### src/rtl/ram_arbiter.sv
// Purpose: two-core arbiter of I/D cache ports onto one RAM port; round-robin between cores, data before instr.
// Latency: 1 cycle to arbitrate (IDLE), then the grant holds until ramstate==ACCESS; 1 IDLE cycle between grants.
// Backpressure: losers and the owner see wait=1 until the cycle the owner's access completes; ERROR retries.
//
// Ports: CLK/nRST clock and async active-low reset; iREN/iaddr, dREN/dWEN/daddr/dstore per-core requests;
//        iwait/dwait/iload/dload per-core responses; ramREN/ramWEN/ramaddr/ramstore/ramload/ramstate RAM side;
//        owner/busy current grant; timeout_err sticky watchdog flag.
module ram_arbiter #(
    parameter int TIMEOUT = 255,
    parameter int WORD_W  = 32
) (
    input  logic                   CLK,
    input  logic                   nRST,
    input  logic [1:0]             iREN,
    input  logic [1:0][WORD_W-1:0] iaddr,
    input  logic [1:0]             dREN,
    input  logic [1:0]             dWEN,
    input  logic [1:0][WORD_W-1:0] daddr,
    input  logic [1:0][WORD_W-1:0] dstore,
    output logic [1:0]             iwait,
    output logic [1:0]             dwait,
    output logic [1:0][WORD_W-1:0] iload,
    output logic [1:0][WORD_W-1:0] dload,
    output logic                   ramREN,
    output logic                   ramWEN,
    output logic [WORD_W-1:0]      ramaddr,
    output logic [WORD_W-1:0]      ramstore,
    input  logic [WORD_W-1:0]      ramload,
    input  logic [1:0]             ramstate,
    output logic [1:0]             owner,
    output logic                   busy,
    output logic                   timeout_err
);
    // RAM status encoding: FREE=0, BUSY=1, ACCESS=2, ERROR=3; only ACCESS changes our behaviour.
    localparam logic [1:0] ACCESS = 2'd2;

    localparam int CNT_W = ($clog2(TIMEOUT + 1) > 8) ? $clog2(TIMEOUT + 1) : 8;
    localparam logic [CNT_W-1:0] CNT_MAX = '1;
    localparam logic [CNT_W-1:0] TO_VAL  = CNT_W'(TIMEOUT);

    typedef enum logic {IDLE, GRANT} state_t;

    state_t           state, state_nxt;
    logic [1:0]       owner_nxt;
    logic             last_core, last_core_nxt;
    logic [CNT_W-1:0] wd_cnt, wd_cnt_nxt;

    logic [1:0] dreq;
    logic [1:0] creq;
    logic       any_req;
    logic       pick_core;
    logic       pick_instr;
    logic       own_core;
    logic       own_instr;
    logic       own_req;
    logic       own_write;
    logic       done;

    assign dreq    = dREN | dWEN;
    assign creq    = dreq | iREN;
    assign any_req = |creq;

    // The core that did not complete last gets first pick; within a core, data beats instruction.
    assign pick_core  = creq[~last_core] ? ~last_core : last_core;
    assign pick_instr = ~dreq[pick_core];

    assign own_core  = owner[1];
    assign own_instr = owner[0];
    // The owner's live request: dropping it while granted aborts the transaction.
    assign own_req   = own_instr ? iREN[own_core] : dreq[own_core];
    // dREN and dWEN together is a write.
    assign own_write = ~own_instr & dWEN[own_core];

    assign busy = (state == GRANT);
    assign done = busy & own_req & (ramstate == ACCESS);

    // RAM side follows the owner's current inputs; enables are low outside GRANT or on abort.
    always_comb begin
        ramREN   = 1'b0;
        ramWEN   = 1'b0;
        ramaddr  = own_instr ? iaddr[own_core] : daddr[own_core];
        ramstore = dstore[own_core];
        if (busy && own_req) begin
            if (own_write) begin
                ramWEN = 1'b1;
            end else begin
                ramREN = 1'b1;
            end
        end
    end

    // Every pending request stalls except the one completing this cycle.
    always_comb begin
        iwait = iREN;
        dwait = dreq;
        if (done) begin
            if (own_instr) begin
                iwait[own_core] = 1'b0;
            end else begin
                dwait[own_core] = 1'b0;
            end
        end
    end

    assign iload = {2{ramload}};
    assign dload = {2{ramload}};

    always_comb begin
        state_nxt     = state;
        owner_nxt     = owner;
        last_core_nxt = last_core;
        case (state)
            IDLE: begin
                if (any_req) begin
                    state_nxt = GRANT;
                    owner_nxt = {pick_core, pick_instr};
                end
            end
            GRANT: begin
                if (!own_req) begin
                    state_nxt = IDLE;
                end else if (ramstate == ACCESS) begin
                    state_nxt     = IDLE;
                    last_core_nxt = own_core;
                end
            end
            default: state_nxt = IDLE;
        endcase
    end

    // Watchdog counts GRANT cycles from zero at grant entry, saturating.
    always_comb begin
        wd_cnt_nxt = wd_cnt;
        if (state == IDLE) begin
            if (any_req) begin
                wd_cnt_nxt = '0;
            end
        end else if (wd_cnt != CNT_MAX) begin
            wd_cnt_nxt = wd_cnt + 1'b1;
        end
    end

    always_ff @(posedge CLK or negedge nRST) begin
        if (!nRST) begin
            state       <= IDLE;
            owner       <= '0;
            last_core   <= 1'b1;
            wd_cnt      <= '0;
            timeout_err <= 1'b0;
        end else begin
            state       <= state_nxt;
            owner       <= owner_nxt;
            last_core   <= last_core_nxt;
            wd_cnt      <= wd_cnt_nxt;
            timeout_err <= timeout_err | (busy & (wd_cnt_nxt >= TO_VAL));
        end
    end
endmodule

### config.mk
export PLATFORM = sky130hd
export DESIGN_NAME = ram_arbiter
export DESIGN_NICKNAME = d
export VERILOG_FILES = /design/src/rtl/ram_arbiter.sv
export SDC_FILE = /design/constraint.sdc
export NUM_CORES = 1
export LEC_CHECK = 0
export BUFFER_PORTS_ARGS = -buffer_cell sky130_fd_sc_hd__buf_2
export CORE_AREA = 2 2 169 171
export CTS_CLUSTER_SIZE = 40
export DETAILED_ROUTE_END_ITERATION = 7
export DIE_AREA = 0 0 171 173
export PLACE_DENSITY = 0.5
export RECOVER_POWER = 50
export SYNTH_ARGS = -nofsm -noshare
export SYNTH_HDL_FRONTEND = slang
export SYNTH_SLANG_ARGS = --single-unit
### constraint.sdc
create_clock -name CLK -period 2 [get_ports CLK]
set_clock_uncertainty 0.1 [all_clocks]
set_input_delay 0.4 -clock CLK [delete_from_list [all_inputs] [get_ports CLK]]
set_output_delay 0.4 -clock CLK [all_outputs]
set_load 0.005 [all_outputs]
==> results of run 1 <==
cells in the final DEF (no fill, tap or decap), types with 7 or more instances in the layout:
cell type  instances
a31oi_1            7
buf_12             7
buf_2            238
buf_4             22
buf_6             38
dfrtp_1           10
inv_1              7
mux2_2             7
mux2_4            27
mux4_2            32
nand2_1            7
nor2_1             8
o21ai_0           11
power by group through the flow:
stage | clock network [mW] | registers, mW | logic (mW)
after floorplan | 0 | 0.403 | 1.94
after global placement | 0 | 0.457 | 3.15
after detailed placement | 0 | 0.456 | 3.16
after CTS | 0.390 | 0.477 | 3.72
after global routing | 0.408 | 0.500 | 4.29
final | 0.382 | 0.482 | 3.97
metal layers:
metal	part of all wire	global-route usage	vias up
met5	0.0019	0	-
met1	0.40	0.1026	1397
met4	0.022	0.02295	4
met2	0.46	0.1450	236
met3	0.11	0.02838	28
li1	-	-	1325
Yosys cell counts, types with 2 or more instances:
cell type  count  share of area
nand3_1        6          0.010
o21ai_0       12          0.020
buf_2         10          0.017
a32oi_1        2         0.0059
or2_2          2         0.0042
buf_1          3         0.0038
and3_1         3         0.0063
dfrtp_1       12           0.10
nor2_1         8          0.010
nand2_1        8          0.010
a31oi_1        9          0.019
nor3_1         6          0.010
inv_1          7         0.0088
mux4_2        32           0.24
buf_4        129           0.32
mux2_2        34           0.13
a21oi_1        2         0.0034
and2_1         4         0.0084
mux2i_1        2         0.0067
per-stage QoR:
stage	hold WS [ns]	total power [mW]	utilization
finish	0.3646	4.829	0.1676
CTS	0.3718	4.587	0.1577
global route	0.3912	5.203	0.1676
global placement	0.2148	3.605	0.1452
floorplan	0.004409	2.345	-
detailed placement	0.2191	3.615	0.1452
timing repair:
action / in CTS / in global routing
endpoints found under the hold margin: 12 / 0
resized for setup: 38 / 57
pin swaps: 5 / 5
setup buffers: 4 / 1
hold buffers: 1 / 0
setup endpoints to repair: 68 / 72
cloned: 1 / 0
cell families (layout without fill, tap and decap cells):
| group | count (synthesis) | in the layout | share of synthesized area |
|---|---|---|---|
| adders and majority gates | 1 | 1 | 0.004189 |
| AOI/OAI and AO/OA | 34 | 34 | 0.07583 |
| and+or+nand+nor | 42 | 42 | 0.07164 |
| muxes | 68 | 68 | 0.3762 |
| buffers and inverters | 151 | 318 | 0.3599 |
| DFF | 13 | 13 | 0.1093 |
| xor gates and xnor gates | 1 | 1 | 0.002933 |
flip-flops by register name, summed over array words and instances (netlist names):
signal,flops
last_core,1
busy,1
wd_cnt,8
timeout_err,1
owner,2
critical path, stage by stage (launching register included):
cell	delay (ns)
dfrtp_4	0.56
a211o_1	0.31
o21ai_2	0.10
and3_4	0.28
a31oi_1	0.10
buf_2	0.14
worst paths after layout:
| path | from | endpoint | cells past startpoint |
|---|---|---|---|
| max | owner[1] | dwait[0] | 5 |
| min | timeout_err | timeout_err | 1 |
| max reg2reg | owner[1] | last_core | 6 |
| min reg2reg | timeout_err | timeout_err | 1 |
| max in group asynchronous | nRST | last_core | 2 |
| min in group asynchronous | nRST | timeout_err | 2 |
area by class of cell:
cell class | instances | area share
multi-input cells | 146 | 0.3797
clock buffers | 4 | 0.01703
flip-flops and latches | 13 | 0.07162
well taps | 378 | 0.1022
inverters | 7 | 0.005676
repair buffers | 307 | 0.4238
==> run_results.csv, run 1 <==
group,metric,value,unit
run_status,status,"finished with violations",
run_status,violations,"setup timing",
pwr,p_int,2.963,mW
synthesis,ys_warn_count,0,
die,dieHeight,173,um
pwr,share_clk_of_total_power,0.079,
timing,relSlewSlack,0.7798,
setup_path,r2r_slack,0.06,ns
setup_path,cp-end-kind,"primary output",
timing,hold_violations,0,
final_layout,nets,713,
detailed_routing,drc,0,
setup_path,crit_type,"flop to primary output",
die,core,27630,um2
final_layout,n_antenna_cell,0,
min_path,hold_class,"flop to flop",
clocking,path_clk_slew,0.05,ns
timing,worst_slack,-0.2285,ns
timing,report.final.slew_viol_count,0,
clocking,ctsHtreeMaxLevel,1,
pwr,combinationalPowerShare,0.821,
detailed_routing,ant_nets,0,
final_layout,multiInputGateArea,1758,um2
pwr,p_switching,1.865,mW
timing,setup-tns-final,-9.089,ns
timing,setup_violations,70,
place,finalWeightedCongestion,0.8068,
synthesis,ys_types,38,
timing,rsz0062_at_grt,"true",
final_layout,synthToLayoutAreaGrowth,55.01,%
pwr,peakVddDrop,0.3901,mV
global_route,grt_pass1_vias,3079,
setup_path,path_max_fanout,7,
die,row_count,61,
synthesis,ys_seq_elements,13,
global_route,grt_start_max_net_pins,36,
pwr,power_leakage,2.215,nW
clocking,clk_path_buf_depth,2,
synthesis,synth_area,2987,um2
synthesis,synth_nets,545,
synthesis,synth-edff-count,0,
global_route,grt_pass1_wl,18710,um
final_layout,seq_area,331.6,um2
die,die_w,171,um
detailed_routing,drtIter0Drc,105,
detailed_routing,dr.pass1.iters,4,
final_layout,layoutNonFillerInstCount,855,
synthesis,synthArstFlopShare,1.000,
final_layout,fillerInstances,3124,
setup_path,required,1.50,ns
place,place.port_buffers,275,
place,dp.final_hpwl,12070,um
timing,worstMarginPinSlew,0.3280,ns
synthesis,yosysSeqAreaShare,0.1093,
die,start_util,0.1081,
place,dpl_cell_area,4013,um2
global_route,grt_usage,0.08544,
synthesis,syn_inst,310,
global_route,grt-ovfl-total,0,
timing,fin_crit_sh,1.114,
detailed_routing,post_drt_wl_per_cell,16.60,um
clocking,cts_tree,"done",
pwr,powerDensity,1043,nW/um2
place,dp_slack,-0.1296,ns
die,die_area,29580,um2
detailed_routing,via_count,2990,
clocking,worstSkewPairLatency,0.24,ns
place,dp_cells,845,
clocking,cts_buffers,3,
final_layout,fin_area,4629,um2
setup_path,arrival,1.73,ns
pwr,pwr-share-seq,0.100,
pwr,swShare,0.3863,
synthesis,syn_avg_cell_area,9.634,um2
clocking,cts_root_buffer,"clkbuf_16",
clocking,clock-sinks,13,
detailed_routing,viasPerCell,3.497,
synthesis,ys.flop_type,"dfrtp_1",
timing,fmax,448.7,MHz
final_layout,drive_above_1_share,0.8197,
detailed_routing,routed_wirelength,14190,um
setup_path,worst_setup_path_start_kind,"flop",
die,io-pin-count,436,
global_route,antenna_found_initial,3,
timing,min_period,2.229,ns
run,cap_violations,0,
Note: power is estimated with default switching activity, not from simulation.
==> run 2: changes to the inputs <==
Settings changed: CORE_AREA 2 2 169 171 to 2 2 171 173, DIE_AREA 0 0 171 173 to 0 0 173 175, PLACE_DENSITY 0.5 to 0.48, SKIP_CTS_REPAIR_TIMING set to 1.
Clock period 2 ns to 2.23 ns, I/O delays scaled along.
==> run_results.csv, run 2 (synthesized netlist as in run 1, its figures left out) <==
group,metric,value,unit
setup_path,worst_setup_path_start_kind,"flop",
final_layout,top_register,"wd_cnt",
place,place.port_buffers,275,
detailed_routing,routed_wirelength,13910,um
detailed_routing,drtIter0Drc,93,
clocking,path_clk_slew,0.05,ns
global_route,grt-ovfl-total,0,
pwr,power_leakage,1.916,nW
final_layout,reg_top3,"wd_cnt: 8 flops, owner: 2 flops",
detailed_routing,post_drt_wl_per_cell,16.51,um
detailed_routing,drc,0,
pwr,finalPower,3.733,mW
min_path,hold_class,"input pin to asynchronous set/reset pin",
die,start_util,0.1052,
timing,worst_slack,-0.02674,ns
detailed_routing,viasPerCell,3.406,
pwr,powerDensity,902.7,nW/um2
timing,min_period,2.257,ns
run_status,violations,"setup timing",
final_layout,nets,695,
setup_path,cp_slowest_cell,"mux4_2",
die,io-pin-count,436,
die,die_area,30280,um2
final_layout,drive_above_1_share,0.8126,
clocking,cts_buffers,3,
final_layout,mostFrequentLayoutCells,"buf_2 (263), mux2_2 (34), mux4_2 (32)",
run,cap_violations,0,
clocking,clk_path_buf_depth,2,
timing,fin_crit_sh,1.012,
setup_path,required,1.68,ns
clocking,worstSkewPairLatency,0.25,ns
die,die_w,173,um
timing,fmax,443.1,MHz
die,row_count,62,
die,core,28390,um2
timing,relSlewSlack,0.5075,
clocking,ctsHtreeMaxLevel,1,
run_status,status,"finished with violations",
setup_path,arrival,1.71,ns
detailed_routing,dr.pass1.iters,4,
global_route,grt_pass1_vias,2806,
setup_path,cp_cell_sequence,"buf_12 -> mux4_2 -> buf_6",
timing,worstMarginPinSlew,0.7388,ns
setup_path,crit_type,"flop to primary output",
final_layout,layout_commonest_cell,"buf_2",
final_layout,synthToLayoutAreaGrowth,38.46,%
timing,hold_violations,0,
clocking,clock-sinks,13,
final_layout,n_antenna_cell,0,
timing,setup-tns-final,-0.1446,ns
setup_path,slowest_delay,0.57,ns
pwr,peakVddDrop,0.4457,mV
setup_path,path_max_fanout,21,
global_route,antenna_found_initial,3,
timing,rsz0062_at_grt,"true",
setup_path,cp-end-kind,"primary output",
detailed_routing,ant_nets,0,
clocking,cts_root_buffer,"clkbuf_16",
final_layout,largest_reg_flops,8,
place,dp.final_hpwl,12120,um
detailed_routing,via_count,2871,
timing,setup_violations,13,
die,dieHeight,175,um
place,finalWeightedCongestion,0.7759,
global_route,grt_pass1_wl,18550,um
global_route,grt_usage,0.08226,
timing,report.final.slew_viol_count,0,
clocking,cts_tree,"done",
global_route,grt_start_max_net_pins,37,
==> run 2: layout make-up <==
type                    count  area (um2)
fillers                  3279       24260
flip-flops and latches     13       331.6
clock buffers               4       78.83
inverters                   7       26.28
multi-input cells         146        1619
well taps                 384       480.5
repair buffers            289        1599
==> run 2: report_power, final <==
part | total, mW | internal, mW | leakage [nW] | switching [mW]
registers | 0.458 | 0.313 | 0.167 | 0.145
logic | 2.93 | 1.64 | 1.71 | 1.28
clock network | 0.349 | 0.242 | 0.0382 | 0.107
==> run 2: routing by layer <==
metal | vias to the layer above | wire length, um | track usage
met3 | 18 | 2155 | 0.04700
met1 | 1305 | 5158 | 0.09617
met2 | 249 | 6412 | 0.1297
met5 | - | 23 | 0
li1 | 1295 | - | -
met4 | 4 | 163 | 0.02013
==> run 2: through the flow <==
step                      hold slack [ns]  utilization  instance area [um2]  std cells  setup slack [ns]
after floorplan                   0.05041            -                 2987        310            0.3043
after global placement             0.2612       0.1371                 3892        834           0.03647
after detailed placement           0.2618       0.1371                 3892        834           0.05968
after CTS                       -0.003350       0.1399                 3971        838           -0.1250
after global routing               0.2051       0.1456                 4135        843          -0.09647
final                              0.1328       0.1456                 4135        843          -0.02674
==> run 2: worst max-delay path, delay by kind of cell (launching register included) <==
family                 cells  cell delay (ns)
flip-flops                 1             0.50
multiplexers               1             0.57
buffers and inverters      2             0.36
==> run 2: final timing paths <==
check,cells after the start,from,slack [ns],endpoint
max in group asynchronous,1,nRST,1.34,owner[1]
worst max register to register,6,wd_cnt[0],0.21,timeout_err
min in group CLK,1,timeout_err,0.36,timeout_err
worst max-delay path,3,owner[1],-0.03,ramaddr[4]
worst min-delay path,1,nRST,0.13,timeout_err
worst min register to register,1,timeout_err,0.36,timeout_err
